--- config.mk ---
export PLATFORM = sky130hd
export DESIGN_NAME = ex_alu_stage
export DESIGN_NICKNAME = d
export VERILOG_FILES = /design/src/rtl/ex_alu_stage.sv
export SDC_FILE = /design/constraint.sdc
export NUM_CORES = 1
export LEC_CHECK = 0
export ABC_CLOCK_PERIOD_IN_PS = 6200
export CAP_MARGIN = 10
export CORE_UTILIZATION = 40
export DETAILED_ROUTE_END_ITERATION = 16
export PLACE_DENSITY = 0.62
export SETUP_SLACK_MARGIN = 0.2
export SLEW_MARGIN = 0
export SYNTH_ARGS = -nofsm -noshare
export SYNTH_HDL_FRONTEND = slang
export SYNTH_SLANG_ARGS = --single-unit
--- constraint.sdc ---
create_clock -name clk -period 6.2 [get_ports clk]
set_clock_uncertainty 0.15 [all_clocks]
set_input_delay 1.24 -clock clk [delete_from_list [all_inputs] [get_ports clk]]
set_output_delay 1.24 -clock clk [all_outputs]
set_load 0.05 [all_outputs]
--- src/rtl/ex_alu_stage.sv ---
// Execute stage: combinational ALU feeding a registered output slot backed by
// a one-entry skid buffer, so a stalled memory stage never loses an instruction.
//
// Handshake: a transfer on either side happens only on a rising edge where
// valid && ready are both high. in_ready is a register (it is "skid empty"),
// never a combinational function of out_ready. While out_valid is high and
// out_ready is low, every out_* field holds its value.
module ex_alu_stage #(
    parameter int WIDTH = 32,
    parameter int TAGW  = 5
) (
    input  logic             clk,
    input  logic             rst_n,
    input  logic             flush,
    input  logic             in_valid,
    output logic             in_ready,
    input  logic [2:0]       in_op,
    input  logic [WIDTH-1:0] in_a,
    input  logic [WIDTH-1:0] in_b,
    input  logic [TAGW-1:0]  in_rd,
    input  logic             in_wb,
    output logic             out_valid,
    input  logic             out_ready,
    output logic [WIDTH-1:0] out_res,
    output logic             out_zero,
    output logic             out_ovf,
    output logic [TAGW-1:0]  out_rd,
    output logic             out_wb
);

    localparam logic [2:0] OP_AND = 3'b000;
    localparam logic [2:0] OP_OR  = 3'b001;
    localparam logic [2:0] OP_ADD = 3'b010;
    localparam logic [2:0] OP_XOR = 3'b011;
    localparam logic [2:0] OP_NOR = 3'b100;
    localparam logic [2:0] OP_SRL = 3'b101;
    localparam logic [2:0] OP_SUB = 3'b110;
    localparam logic [2:0] OP_SLT = 3'b111;

    // One instruction's worth of stage output.
    typedef struct packed {
        logic [WIDTH-1:0] res;
        logic             zero;
        logic             ovf;
        logic [TAGW-1:0]  rd;
        logic             wb;
    } payload_t;

    localparam payload_t RESET_PL = '{res: '0, zero: 1'b1, ovf: 1'b0, rd: '0, wb: 1'b0};

    // ------------------------------------------------------------------
    // ALU
    // ------------------------------------------------------------------
    logic [WIDTH-1:0] sum_w;
    logic [WIDTH-1:0] diff_w;
    logic [WIDTH-1:0] alu_res;
    logic             alu_ovf;
    logic             a_sign;
    logic             b_sign;
    logic             slt_lt;
    payload_t         in_pl;

    // Compute the result and signed-overflow flag for the incoming instruction.
    always_comb begin
        sum_w   = in_a + in_b;
        diff_w  = in_a - in_b;
        a_sign  = in_a[WIDTH-1];
        b_sign  = in_b[WIDTH-1];
        alu_res = '0;
        alu_ovf = 1'b0;

        // Differing signs: the negative operand is smaller. Same signs: the
        // subtraction cannot overflow, so the sign of A-B decides.
        if (a_sign != b_sign) begin
            slt_lt = a_sign;
        end else begin
            slt_lt = diff_w[WIDTH-1];
        end

        case (in_op)
            OP_AND: alu_res = in_a & in_b;
            OP_OR:  alu_res = in_a | in_b;
            OP_XOR: alu_res = in_a ^ in_b;
            OP_NOR: alu_res = ~(in_a | in_b);
            OP_ADD: begin
                alu_res = sum_w;
                alu_ovf = (a_sign == b_sign) && (sum_w[WIDTH-1] != a_sign);
            end
            OP_SUB: begin
                alu_res = diff_w;
                alu_ovf = (a_sign != b_sign) && (diff_w[WIDTH-1] != a_sign);
            end
            OP_SLT: alu_res = {{(WIDTH-1){1'b0}}, slt_lt};
            OP_SRL: alu_res = in_a >> in_b[4:0];
            default: begin
                alu_res = '0;
                alu_ovf = 1'b0;
            end
        endcase
    end

    // Package the computed instruction; the zero register is never written.
    always_comb begin
        in_pl      = RESET_PL;
        in_pl.res  = alu_res;
        in_pl.zero = (alu_res == '0);
        in_pl.ovf  = alu_ovf;
        in_pl.rd   = in_rd;
        in_pl.wb   = in_wb && (in_rd != '0);
    end

    // ------------------------------------------------------------------
    // Output register and skid buffer
    // ------------------------------------------------------------------
    logic     out_valid_q, out_valid_d;
    payload_t out_q, out_d;
    logic     skid_valid_q, skid_valid_d;
    payload_t skid_q, skid_d;
    logic     in_fire;
    logic     out_open;

    assign in_ready = !skid_valid_q;
    assign in_fire  = in_valid && in_ready;
    // Output slot can take new contents: empty, or being consumed this edge.
    assign out_open = !out_valid_q || out_ready;

    // Next-state for the output slot and skid entry; skid always drains first
    // so instructions leave in acceptance order.
    always_comb begin
        out_valid_d  = out_valid_q;
        out_d        = out_q;
        skid_valid_d = skid_valid_q;
        skid_d       = skid_q;

        if (flush) begin
            // Kill everything held; data fields stay but the write enable drops.
            out_valid_d  = 1'b0;
            skid_valid_d = 1'b0;
            out_d.wb     = 1'b0;
        end else if (out_open) begin
            if (skid_valid_q) begin
                out_d        = skid_q;
                out_valid_d  = 1'b1;
                skid_valid_d = 1'b0;
            end else if (in_fire) begin
                out_d       = in_pl;
                out_valid_d = 1'b1;
            end else begin
                out_valid_d = 1'b0;
            end
        end else if (in_fire) begin
            // Output stalled: park the new instruction in the skid entry.
            skid_d       = in_pl;
            skid_valid_d = 1'b1;
        end
    end

    // State registers with synchronous active-low reset.
    always_ff @(posedge clk) begin
        if (!rst_n) begin
            out_valid_q  <= 1'b0;
            out_q        <= RESET_PL;
            skid_valid_q <= 1'b0;
            skid_q       <= RESET_PL;
        end else begin
            out_valid_q  <= out_valid_d;
            out_q        <= out_d;
            skid_valid_q <= skid_valid_d;
            skid_q       <= skid_d;
        end
    end

    assign out_valid = out_valid_q;
    assign out_res   = out_q.res;
    assign out_zero  = out_q.zero;
    assign out_ovf   = out_q.ovf;
    assign out_rd    = out_q.rd;
    assign out_wb    = out_q.wb;

endmodule

Word-level counts from Yosys, hierarchy flattened. Index checks and enable logic that the tools add are counted.

Add/subtract/negate cells: 2. Equal/unequal tests: 11. Shift operators: 1. Mux-type cells: 7. Bitwise operators: 7. Reductions and logical operators: 16.

Operator list (count): 32-bit one-hot mux with 8 select lines (1); 40-bit 2-to-1 mux (2); 32-bit adder (1); 32-bit AND (1); 32-bit zero test (1); 32-bit NOT (1); 32-bit bitwise OR (1); 32-bit by 5-bit right shift with 32-bit output (1); 32-bit subtractor (1); 32-bit bitwise XOR (1); 3-bit equality test (second input constant) (4); 3-bit by 2-bit equality test with 1-bit output (second input constant) (2); 3-bit AND reduction (2); 5-bit nonzero test (1); 1-bit logical AND (4); 3-bit by 1-bit equality test with 1-bit output (second input constant) (1); 3-bit zero test (1); 1-bit 2-to-1 mux (3); 1-bit != test (3); 1-bit NOT (3); 3-bit OR reduction (1); 1-bit zero test (2); 1-bit one-hot mux with 2 select lines (1); 2-bit AND reduction (1); other kinds (4) (4).

Register bits: 82. Output and inout bits: 42.

Depth between registers and ports, before layout.
Depth after elaboration: 6. Gate-level depth with buffers: 26. Gate-level depth less buffers: 22.

Least setup slack after synthesis. No wires, ideal clock.

Path type: input port to flip-flop. Start: input port in_b[1]. End: register out_q (netlist bit out_zero). Setup time: 0.077 ns. Arrival time: 5.545 ns. Required time: 5.973 ns. Path slack: 0.428 ns. Cell stages on the path: 26. Cells stage by stage: buf_6 > buf_6 > buf_6 > buf_4 > inv_1 > ha_1 > nor2_1 > o311ai_1 > nand3_1 > a211oi_1 > o21ai_0 > a21oi_1 > o31a_1 > nor2_1 > nor2_1 > nor2_1 > nor2_1 > fa_1 > o221ai_1 > o21ai_0 > o22ai_1 > nand4_1 > or4_1 > nor4b_2 > nand2_1 > a41oi_2.

Longest elaborated chain between the ends: 6. Elaborated cells on any way between the ends: 12. Classes of those cells: add/sub (2); shift (1); mux (4); bitwise (4); reduce/logical (1).

RTL lines: start: declaration (RTL line 19) `input logic [WIDTH-1:0] in_b,`; 32-bit subtractor or 32-bit bitwise OR (tied branches) (RTL line 66, 82, 84); 1-bit 2-to-1 mux or 32-bit NOT (tied branches) (RTL line 74, 84); 32-bit one-hot mux with 8 select lines (*) (RTL line 80) `case (in_op)`; 32-bit zero test (*) (RTL line 106) `in_pl.zero = (alu_res == '0);`; 40-bit 2-to-1 mux (*) (RTL line 145) `end else if (in_fire) begin`; 40-bit 2-to-1 mux (*) (RTL line 141) `if (skid_valid_q) begin`; end signal: assignment (RTL line 167) `out_q <= out_d;`; end: declaration (RTL line 116) `payload_t out_q, out_d;`.

Mark *: on every way between the ends. The rest lies on a longest branch, timed or not. The select of a mux whose other input is x is not followed. A chain may end at the register's enable or synchronous reset.

Final worst setup path.
Start: input port in_b[4]. End: register out_q (netlist bit out_zero).

The elaborated chain is that of the path after synthesis.

==> qor.yml <==
outcome: "finished, final reports clean"
synth_area_um2: 11250
wirelength_um: 46880
critical-path-top-delay-family: "compound AO/OA/AOI/OAI gates"
synth-main-ff-cell: "dfxtp_1"
endpoint_kind: "flop"
h-tree-depth: 3
ant_nets: 0
overflow: 0
post_drt_wl_per_cell_um: 22.50
dpl.hpwl_um: 37300
ios: 120
hold_path_end: "skid_q[13]"
fin_area_um2: 14140
clockBufferDepth: 2
final_nets: 1884
die-area_um2: 28790
synth_cell_types: 85
clk_latency_ns: 0.33
place_area_um2: 13720
remaining_drc_errors: 0
rsz0062_at_grt: "false"
critPathRequiredTime_ns: 6.31
via_per_inst: 6.139
cap_violations: 0
grt_use_total_pct: 32.43
antenna_found_initial: 0
dieWidth_um: 169.7
n_antenna_cell: 0
synth_area_leaders: "dfxtp_1 15%, ha_1 11%, mux4_2 7.6%"
cts_tree: "yes"
final-seq-area_um2: 1642
final_cell_mix: "170 x nand2_1, 170 x buf_4, 150 x nor2_1"
synth.largest_area_cell: "dfxtp_1"
dr.first_iter.drc_count: 1430
max_freq_mhz: 174.2
rows: 61
slew_viol_final: 0
r2r-end: "out_zero"
pre_cts_slack_ns: -0.3628
syn_avg_cell_area_um2: 7.433
power.leakage_nw: 6.170
synthToLayoutAreaGrowth_pct: 25.78
power.density_nw_per_um2: 165.2
finalHoldViolCount: 0
fin_crit_sh_pct: 92.60
gp_congestion: 1.025
cpPeakStageDelay_ns: 0.80
start_util_pct: 40.59
via_count: 12793
cts_buffers: 9
port_buffers: 119
cp.arrival_ns: 5.85
path_cells: "clkdlybuf4s50_1 -> inv_1 -> ha_1 -> buf_4 -> buf_4 -> o211ai_1 -> o211ai_1 -> a21oi_1 -> a221oi_1 -> a221o_1 -> a21oi_1 -> o21bai_1 -> xor2_1 -> o221ai_1 -> nor4b_4 -> nand2_1 -> a41oi_2"
worstRegToRegCells: 7
hp-class: "reg -> reg"
reg2reg_from: "skid_valid_q"
syn_nets: 1696
grt_pass1_vias: 12022
reg2reg_setup_slack_ns: 3.57
period_needed_ns: 5.741
cts_sinks: 82
die_y_um: 169.7
cts_hold_buffers: 0
dr.pass1.iters: 6
grt_max_degree: 59
holdPathStages: 2
cpMaxStageDelayCell: "a221oi_1"
synth_edf_count: 0
worst_ir_drop_vdd_mv: 0.1108
setup_viol: 0
ys_warn_count: 0
hp-start: "skid_q[13]"
fin_ws_ns: 0.4590
critPathLaunchType: "input pin"
synth-seq-cells: 82
grt_pass1_wl_um: 71550
yosysSeqAreaShare_pct: 14.60
worst_slew_pin_slew_ns: 1.133
crit_type: "in -> reg"
drive_above_1_share_pct: 16.06
postSynth.asyncResetShare_pct: 0
clk_pin_slew_worst_paths_ns: 0.06
core_region_area_um2: 27710
syn-instance-count: 1513
multi_input_area_um2: 8846
root_buffer: "clkbuf_16"
max_slew_margin_pct: 24.48
yosys.area.top_type_share_pct: 14.60
critPathMaxFanout: 7
num-fill-cells: 2750
path_buf_inv: 4
## how the worst max path moves through the flow
stage	start	end	depth (start not counted)
after floorplan	in_b[1]	out_zero	26
after global placement	in_a[8]	out_zero	23
after detailed placement	in_a[9]	out_zero	23
after CTS	in_a[9]	out_zero	23
after global routing	in_b[9]	out_zero	23
final	in_b[4]	out_zero	17
## tightest hold or removal path, stage by stage (launching register included)
cell,delay (ns)
dfxtp_1,0.31
nand2_1,0.05
a21oi_1,0.05
## synthesized netlist by cell type, types with 12 or more instances
master / instances
nand2_1: 170
nor2_1: 151
a21oi_1: 108
ha_1: 102
inv_1: 93
clkbuf_1: 88
dfxtp_1: 82
o21ai_0: 82
mux2i_1: 57
a211oi_1: 52
mux4_2: 38
nor3_1: 35
o211a_1: 26
o211ai_1: 26
o22ai_1: 21
nand3_1: 19
a31oi_1: 18
and2_1: 18
a21boi_0: 16
nand2b_1: 16
nor2b_1: 16
xnor2_1: 16
nand4_1: 14
and3_1: 12
nor4_1: 12
o31ai_1: 12
## cell type report
cell class	instances	share of cell area (%)
clock inverter	6	0.7873
clock buffer	10	1.690
sequential	82	11.61
inverter	97	2.574
timing repair buffer	290	17.46
multi-input combinational	1221	62.54
tap	378	3.344
## cells by family after synthesis
logic type	count (synthesis)	share of synthesized area (%)
mux	102	13.55
buf+inv	210	7.432
flops	82	14.60
fa+ha+maj	105	11.88
simple gates	512	21.34
compound gates	482	29.64
xor+xnor	20	1.558
## per-stage QoR
step	total power, W	setup TNS [ns]	std cells	util (%)	hold WS (ns)
5_1_grt	0.002446	0	2084	51.05	0.3250
3_5_place_dp	0.001698	-0.6786	2067	49.51	0.2967
4_1_cts	0.002317	0	2083	50.78	0.3049
6_report	0.002337	0	2084	51.05	0.3043
3_3_place_gp	0.001697	-0.4709	2067	49.51	0.2911
2_1_floorplan	0.001234	0	1513	-	0.2857
## power by group
part | leakage, nW | switching [W] | internal, W
Clock | 0.169 | 0.000206 | 0.000405
Combinational | 5.33 | 0.000699 | 0.000468
Sequential | 0.668 | 0.0000109 | 0.000548
Total | 6.17 | 0.000916 | 0.00142
## metal layers
layer / part of all wire (%) / up-vias / GRT usage (%)
met2: 44 / 723 / 50.75
met1: 44 / 6032 / 45.20
li1: - / 5941 / -
met4: 3.2 / 0 / 11.20
met3: 8.9 / 97 / 4.664
met5: 0 / - / 0
## state kept, by name, indices dropped and copies added, names as in the netlist
register      flops
skid_q           40
out_res          32
out_rd            5
out_ovf           1
out_valid         1
out_wb            1
out_zero          1
skid_valid_q      1
## repair_timing
item | in CTS | in global routing
setup endpoints to repair | 2 | 2
pin swaps | 1 | 6
resized for setup | 2 | 16
buffers inserted | 0 | 1
No activity file was read; power rests on OpenSTA's default activity.
